### config.mk
export PLATFORM = sky130hd
export DESIGN_NAME = remote_comm
export DESIGN_NICKNAME = d
export VERILOG_FILES = /design/src/rtl/remote_comm.sv
export SDC_FILE = /design/constraint.sdc
export NUM_CORES = 1
export LEC_CHECK = 0
export CORE_MARGIN = 2
export CORE_UTILIZATION = 60
export DETAILED_ROUTE_END_ITERATION = 16
export DONT_BUFFER_PORTS = 1
export GPL_TIMING_DRIVEN = 0
export HOLD_SLACK_MARGIN = 0.05
export PLACE_DENSITY = 0.74
export RECOVER_POWER = 50
export SLEW_MARGIN = 30
export SYNTH_ARGS = -nofsm -noshare
export SYNTH_HDL_FRONTEND = slang
export SYNTH_SLANG_ARGS = --single-unit
### constraint.sdc
create_clock -name clk -period 3.5 [get_ports clk]
set_input_delay 0.7 -clock clk [delete_from_list [all_inputs] [get_ports clk]]
set_output_delay 0.7 -clock clk [all_outputs]
set_load 0.01 [all_outputs]
### src/rtl/remote_comm.sv
// Host command link: 16-bit command sent as two UART frames (high byte first), 8-bit response received.
// Optional response-wait timeout is built only when RESP_TIMEOUT_EN is defined.
module remote_comm #(
    parameter int BAUD_DIV    = 2604,
    parameter int TIMEOUT_CYC = 5000000
) (
    input  logic        clk,
    input  logic        rst_n,
    input  logic        snd_cmd,
    input  logic [15:0] cmd,
    output logic        cmd_snt,
    output logic        busy,
    output logic        TX,
    input  logic        RX,
    output logic [7:0]  resp,
    output logic        resp_rdy,
    input  logic        clr_resp_rdy,
    output logic        resp_timeout
);
    localparam logic [15:0] BAUD_LAST = 16'(BAUD_DIV - 1);
    localparam logic [15:0] HALF_LAST = 16'(BAUD_DIV / 2 - 1);

    typedef enum logic [1:0] {IDLE, TX_HIGH, TX_LOW} tx_state_t;
    typedef enum logic [1:0] {RX_IDLE, RX_START, RX_DATA, RX_STOP} rx_state_t;

    tx_state_t   tx_state, tx_state_nxt;
    logic [15:0] tx_cnt, tx_cnt_nxt;
    logic [3:0]  tx_bit, tx_bit_nxt;
    logic [8:0]  tx_shift, tx_shift_nxt;    // data bits still to go, stop bit on top
    logic [7:0]  cmd_lo, cmd_lo_nxt;
    logic        tx_nxt, cmd_snt_nxt, busy_nxt;

    always_ff @(posedge clk) begin
        if (!rst_n) begin
            tx_state <= IDLE;
            tx_cnt   <= '0;
            tx_bit   <= '0;
            tx_shift <= '1;
            cmd_lo   <= '0;
            TX       <= 1'b1;
            cmd_snt  <= 1'b0;
            busy     <= 1'b0;
        end else begin
            tx_state <= tx_state_nxt;
            tx_cnt   <= tx_cnt_nxt;
            tx_bit   <= tx_bit_nxt;
            tx_shift <= tx_shift_nxt;
            cmd_lo   <= cmd_lo_nxt;
            TX       <= tx_nxt;
            cmd_snt  <= cmd_snt_nxt;
            busy     <= busy_nxt;
        end
    end

    always_comb begin
        tx_state_nxt = tx_state;
        tx_cnt_nxt   = tx_cnt;
        tx_bit_nxt   = tx_bit;
        tx_shift_nxt = tx_shift;
        cmd_lo_nxt   = cmd_lo;
        tx_nxt       = TX;
        cmd_snt_nxt  = cmd_snt;
        busy_nxt     = busy;
        case (tx_state)
            IDLE: begin
                if (snd_cmd) begin
                    tx_state_nxt = TX_HIGH;
                    cmd_lo_nxt   = cmd[7:0];
                    tx_shift_nxt = {1'b1, cmd[15:8]};
                    tx_cnt_nxt   = '0;
                    tx_bit_nxt   = '0;
                    tx_nxt       = 1'b0;
                    cmd_snt_nxt  = 1'b0;
                    busy_nxt     = 1'b1;
                end
            end
            TX_HIGH, TX_LOW: begin
                if (tx_cnt != BAUD_LAST) begin
                    tx_cnt_nxt = tx_cnt + 16'd1;
                end else begin
                    tx_cnt_nxt = '0;
                    if (tx_bit != 4'd9) begin
                        tx_nxt       = tx_shift[0];
                        tx_shift_nxt = {1'b1, tx_shift[8:1]};
                        tx_bit_nxt   = tx_bit + 4'd1;
                    end else if (tx_state == TX_HIGH) begin
                        // low byte's start bit follows the high byte's stop bit with no gap
                        tx_state_nxt = TX_LOW;
                        tx_shift_nxt = {1'b1, cmd_lo};
                        tx_bit_nxt   = '0;
                        tx_nxt       = 1'b0;
                    end else begin
                        tx_state_nxt = IDLE;
                        tx_nxt       = 1'b1;
                        cmd_snt_nxt  = 1'b1;
                        busy_nxt     = 1'b0;
                    end
                end
            end
            default: tx_state_nxt = IDLE;
        endcase
    end

    logic [2:0]  rx_sync;                   // [1] synchronized RX, [2] its previous value
    logic        rx_s;
    rx_state_t   rx_state, rx_state_nxt;
    logic [15:0] rx_cnt, rx_cnt_nxt;
    logic [2:0]  rx_bit, rx_bit_nxt;
    logic [7:0]  rx_shift, rx_shift_nxt, resp_nxt;
    logic        resp_rdy_nxt;

    assign rx_s = rx_sync[1];

    always_ff @(posedge clk) begin
        if (!rst_n) begin
            rx_sync  <= 3'b111;
            rx_state <= RX_IDLE;
            rx_cnt   <= '0;
            rx_bit   <= '0;
            rx_shift <= '0;
            resp     <= '0;
            resp_rdy <= 1'b0;
        end else begin
            rx_sync  <= {rx_sync[1:0], RX};
            rx_state <= rx_state_nxt;
            rx_cnt   <= rx_cnt_nxt;
            rx_bit   <= rx_bit_nxt;
            rx_shift <= rx_shift_nxt;
            resp     <= resp_nxt;
            resp_rdy <= resp_rdy_nxt;
        end
    end

    always_comb begin
        rx_state_nxt = rx_state;
        rx_cnt_nxt   = rx_cnt;
        rx_bit_nxt   = rx_bit;
        rx_shift_nxt = rx_shift;
        resp_nxt     = resp;
        resp_rdy_nxt = resp_rdy & ~clr_resp_rdy;
        case (rx_state)
            RX_IDLE: begin
                if (rx_sync[2] && !rx_s) begin
                    rx_state_nxt = RX_START;
                    rx_cnt_nxt   = '0;
                end
            end
            RX_START: begin
                if (rx_cnt != HALF_LAST) begin
                    rx_cnt_nxt = rx_cnt + 16'd1;
                end else begin
                    rx_cnt_nxt = '0;
                    rx_bit_nxt = '0;
                    // a start bit that is high again at mid-bit was a glitch
                    if (rx_s) begin
                        rx_state_nxt = RX_IDLE;
                    end else begin
                        rx_state_nxt = RX_DATA;
                        resp_rdy_nxt = 1'b0;
                    end
                end
            end
            RX_DATA: begin
                if (rx_cnt != BAUD_LAST) begin
                    rx_cnt_nxt = rx_cnt + 16'd1;
                end else begin
                    rx_cnt_nxt   = '0;
                    rx_shift_nxt = {rx_s, rx_shift[7:1]};
                    rx_bit_nxt   = rx_bit + 3'd1;
                    if (rx_bit == 3'd7) rx_state_nxt = RX_STOP;
                end
            end
            RX_STOP: begin
                if (rx_cnt != BAUD_LAST) begin
                    rx_cnt_nxt = rx_cnt + 16'd1;
                end else begin
                    rx_cnt_nxt   = '0;
                    rx_state_nxt = RX_IDLE;
                    resp_nxt     = rx_shift;
                    resp_rdy_nxt = 1'b1;
                end
            end
            default: rx_state_nxt = RX_IDLE;
        endcase
    end

`ifdef RESP_TIMEOUT_EN
    localparam logic [31:0] TO_LAST = 32'(TIMEOUT_CYC - 1);

    logic        cmd_accept, tx_done, resp_set;
    logic        to_run;
    logic [31:0] to_cnt;

    assign cmd_accept = (tx_state == IDLE) && snd_cmd;
    assign tx_done    = (tx_state == TX_LOW) && (tx_cnt == BAUD_LAST) && (tx_bit == 4'd9);
    assign resp_set   = (rx_state == RX_STOP) && (rx_cnt == BAUD_LAST);

    always_ff @(posedge clk) begin
        if (!rst_n) begin
            to_run       <= 1'b0;
            to_cnt       <= '0;
            resp_timeout <= 1'b0;
        end else if (cmd_accept || resp_set) begin
            to_run       <= 1'b0;
            to_cnt       <= '0;
            resp_timeout <= 1'b0;
        end else if (tx_done) begin
            to_run <= 1'b1;
            to_cnt <= '0;
        end else if (to_run) begin
            to_cnt <= to_cnt + 32'd1;
            if (to_cnt == TO_LAST) begin
                to_run       <= 1'b0;
                resp_timeout <= 1'b1;
            end
        end
    end
`else
    assign resp_timeout = 1'b0;
`endif

endmodule
# Yosys cells after proc, flatten, opt, wreduce, memory -nomap -nowiden
# Index checks and enable logic that the tools add are counted.
# totals
wordCells	110
out_inout_bits	13
reg_bits	83
input_bits	21
# op_classes
muxes	50
bitwise_logic	3
n_addsub	4
eq_ne	20
n_reduce_logical	18
# op_table
cell	count
$mux 16	5
$pmux 16 s3	1
$mux 9	4
$add 16x1->16 const B	2
$ne 16x12->1 const B	2
$pmux 16 s2	1
$mux 2	10
$ne 2x2->1 const B	9
$pmux 9 s2	1
$mux 4	4
$ne 16x11->1 const B	1
$mux 1	14
$reduce_and 5->1	2
$reduce_and 3->1	3
$pmux 1 s2	4
$pmux 2 s4	1
$pmux 4 s2	1
$reduce_and 2->1	4
$eq 2x2->1 const B	3
$mux 3	2
$pmux 3 s2	1
$add 4x1->4 const B	1
$eq 2x1->1 const B	2
$logic_not 2->1	2
other kinds (12)	15

# Logic depth before layout (Yosys ltp)
# depth
ltp_word	5
ltp_mapped	9
ltp_nobuf	7

# Worst setup path after synthesis
# Ideal clock, no wire load.
# synth_timing
path_type	register -> register
start	register tx_cnt[0]
end	register tx_bit[2]
required_time_ns	3.426
arrival_time_ns	1.926
setup_time_ns	0.074
path_slack_ns	1.500
period_less_slack_ns	2.000
n_path_buf	1
stages_incl_launch_ff	8
cell_sequence	dfxtp_1 > ha_1 > nor4bb_1 > nand4_1 > and2_1 > clkbuf_2 > or4_1 > a31oi_1
# synth_via
elab_chain_len	3
# synth_lines
element	line	text
from (decl)	27	logic [15:0] tx_cnt, tx_cnt_nxt;
from (signal assigned)	45	tx_cnt <= tx_cnt_nxt;
$ne 16x12->1	78	if (tx_cnt != BAUD_LAST) begin
$ne 2x2->1 (no source line)	n/a	
$reduce_and 4->1 (no source line)	n/a	
to (signal assigned)	46	tx_bit <= tx_bit_nxt;
to (decl)	28	logic [3:0] tx_bit, tx_bit_nxt;
# No other way between the ends.
# A chain may end at the register's enable or synchronous reset.

# Worst setup path after layout
# layout_timing
start	register rx_cnt[10]
end	register rx_cnt[7]
# layout_via
elab_chain_len	3
word_cells_on_any_way	5
cone_classes	2 x eq/ne; 3 x mux
# layout_lines
element	line	text
from (decl)	107	logic [15:0] rx_cnt, rx_cnt_nxt;
from (signal assigned)	126	rx_cnt <= rx_cnt_nxt;
$ne 16x12->1 or $ne 16x11->1 (tied branches)	164, 174, 149	
$mux 16 (on tied branches)	164, 174, 149	
$pmux 16 s3 *	141	case (rx_state)
# Every way passes the cells marked *; elsewhere a longest branch is shown, timed or not.

==> key figures <==
Run status
  – Status: finished clean

Worst setup path
  – CP max-delay cell: a2bb2oi_1
  – CP Data Required Time: 3720 ps
  – CP Launch Type: flip-flop
  – Reg2Reg Depth: 7
  – Crit path max-delay family: compound AO/OA/AOI/OAI gates
  – Crit path buf inv count: 2
  – CP max FO: 10
  – Worst path cell trace: clkbuf_1 -> nor4b_1 -> and4_1 -> clkbuf_1 -> a2bb2oi_1 -> or3_1 -> a31oi_1
  – R2R setup slack: between 1000 and 1500 ps
  – WP data arrival: 2710 ps
  – Worst stage delay on the critical path: 710 ps
  – Critical R2R Launch: rx_cnt[10]
  – Crit Path Category: reg2reg
  – CP endpoint kind: flip-flop
  – Worst r2r dst: rx_cnt[7]
  – Most used cell, CP: clkbuf_1

Clocking
  – Max clock buf depth: 2
  – Clock sinks: 82
  – H-tree depth: 3
  – Clock-pin slew on the worst setup and hold paths: 90 ps
  – CTS tree: yes
  – TritonCTS Buffers: 9
  – Clock Tree Root: clkbuf_8
  – Setup bufs post-CTS: 0
  – # hold bufs at CTS: 0
  – Clk Latency, worst-skew pair: between 300 and 400 ps
  – CTS resizes: 0

Logic synthesis
  – Synth Cell Area: 3990 sq um
  – Register area share after synthesis: between 40% and 50%
  – Synth async-reset ratio: 0%
  – YS warnings: 0
  – Post-synth EDFFs: 0
  – Synth top area cells: dfxtp_1 (41%), mux2i_1 (6.5%), nand2_1 (5.6%), nor2_1 (3.7%), nand3_1 (3.4%)
  – Top FF cell, synth: dfxtp_1
  – Area fraction of the dominant cell type after synthesis: roughly two fifths
  – Yosys top cell by area: dfxtp_1
  – Gate Count Post-Synth: approximately 480
  – Seq cells post-synth: 82
  – Post-synth net total: 506
  – Syn avg cell area: between 8 and 9 sq um
  – Top cells by count, synth: dfxtp_1 (82), nand2_1 (59), nor2_1 (39), nand3_1 (27), mux2i_1 (26)
  – Netlist cell types: 51
  – Most frequent cell after synthesis: dfxtp_1

Placed design
  – Detailed Place HPWL: about 6200 microns
  – GP Congestion: 0.937
  – PortBufs: 0
  – Dpl ws: 1130 ps

STA
  – Final Hold Viols: 0
  – Worst Slack Setup Final: 1020 ps
  – RSZ-0062 raised after global routing: false
  – Final setup vio count: 0
  – Setup tns final: 0 ps
  – Max frequency: 403 MHz
  – Relative max-transition margin: 43.2%
  – Worst clock skew: 11.4 ps
  – Count of pins over their slew limit: 0
  – Final min period: 2480 ps
  – Worst Tran Pin Value: 849 ps
  – Period utilization: 70.9%

Worst hold path
  – HP Class: reg2reg
  – Hold endpoint: rx_sync[1]
  – Hold path start: rx_sync[0]
  – Hold path cells: 1

Floorplan
  – Core footprint: 6390 sq um
  – Height of the die: between 80 and 90 microns
  – Die Area: 7320 sq um
  – Die Wd: approximately 86 microns
  – Initial core utilization: 62.5%
  – Num rows: 29
  – I/O pin count: 34

Final layout
  – ANT cells: 0
  – Area grow syn2layout: 7.18%
  – Fraction of layout cells with a size suffix above 1: under 10%
  – Layout Nets: 517
  – Final Util: 67.0%

Drt
  – Routed Antenna Nets: 0
  – WL/cell: 15.7 microns
  – DR iter-0 viols: 173
  – Vias post-DR: 3487
  – Final wirelength: approximately 8900 microns
  – Router iterations before antenna repair: 5
  – DRC viols: 0
  – Via density: 6.14

Global routing
  – Congestion Overflow GR: 0
  – Total Routing Usage GR: 25.9%
  – Vias in the first global route: 3339
  – Antenna violations before repair: 0
  – First-pass GRT wire length: 15300 microns
  – Largest net degree at the start of global routing: 16

Flow run
  – Max_cap viols: 0

Power
  – Total Power: 2.22 mW
  – P_leak: 1.48 nW
  – Largest vdd supply drop: 0.494 mV
  – Power Density: between 500 and 600 nW/um^2
-- power by group --
part	leakage (nW)	switching [mW]	total (mW)	internal, mW
registers	0.665	0.0427	1.04	1.00
clock network	0.0962	0.365	0.700	0.334
logic	0.720	0.327	0.481	0.154
-- registers in the layout, summed over array words and instances, names as in the netlist, named ones only --
signal,count
tx_bit,4
tx_cnt,16
rx_sync,3
tx_state,2
cmd_lo,8
rx_cnt,16
rx_shift,8
busy,1
TX,1
resp,8
rx_state,1
resp_rdy,1
tx_shift,8
rx_bit,3
cmd_snt,1
-- how the worst max path moves through the flow --
stage	start	cells after the start	endpoint	slack, ps
4_1_cts	tx_cnt[0]	7	tx_cnt[3]	1120
3_5_place_dp	tx_cnt[0]	7	tx_cnt[13]	1130
6_report	rx_cnt[10]	7	rx_cnt[7]	1020
3_3_place_gp	tx_cnt[0]	7	tx_cnt[15]	1150
5_1_grt	rx_cnt[1]	9	rx_cnt[6]	840
2_1_floorplan	tx_cnt[0]	7	tx_bit[2]	1500
-- area by class of cell --
class                           count  area, sq um
Multi-Input combinational cell    352         2180
Fill cell                         554         2110
Sequential cell                    82         1640
Clock buffer                        9          124
Buffer                             31          124
Tap cell                           77         96.3
Clock inverter                      7         76.3
Inverter                           10         37.5
-- cell families after synthesis --
kind of cell | after synthesis | share of synthesized area [%]
adder cells (fa/ha/maj) | 10 | 3.14
XOR/XNOR | 12 | 2.63
buffers and inverters | 41 | 4.11
AO/OA/AOI/OAI | 86 | 13.6
other | 1 | 0.0940
flip-flops | 82 | 41.1
AND/OR/NAND/NOR | 216 | 28.5
multiplexers | 27 | 6.80
-- layout by cell type, fill, tap and decap left out, types with 6 or more instances in the layout --
cell type | netlist | final
dfxtp_1 | 82 | 82
nand2_1 | 59 | 59
nor2_1 | 39 | 39
nand3_1 | 27 | 27
clkbuf_1 | 23 | 26
mux2i_1 | 26 | 26
a21oi_1 | 23 | 23
o21ai_0 | 20 | 20
a31oi_1 | 11 | 11
nor3_1 | 11 | 11
inv_1 | 10 | 10
nand3b_1 | 10 | 10
ha_1 | 10 | 10
and3_1 | 9 | 9
xnor2_1 | 9 | 9
clkbuf_8 | 0 | 9
nand4_1 | 8 | 8
and4_1 | 8 | 8
or3_1 | 8 | 8
o2111ai_1 | 7 | 7
nand2b_1 | 6 | 6
-- through the flow --
step           area (sq um)  hold slack (ps)  cells
4_1_cts                4290              429    568
5_1_grt                4280              426    568
3_5_place_dp           4090              409    552
2_1_floorplan          3990              386    475
6_report               4280              425    568
3_3_place_gp           4090              396    552
-- per-layer routing --
| layer | track usage, % | part of all wire, % |
|---|---|---|
| met1 | 31.8 | 43 |
| met2 | 44.3 | 50 |
| met3 | 6.06 | 5.7 |
| met4 | 9.24 | 1.4 |
| met5 | 0 | 0 |
Note: power is estimated with default switching activity, not from simulation.
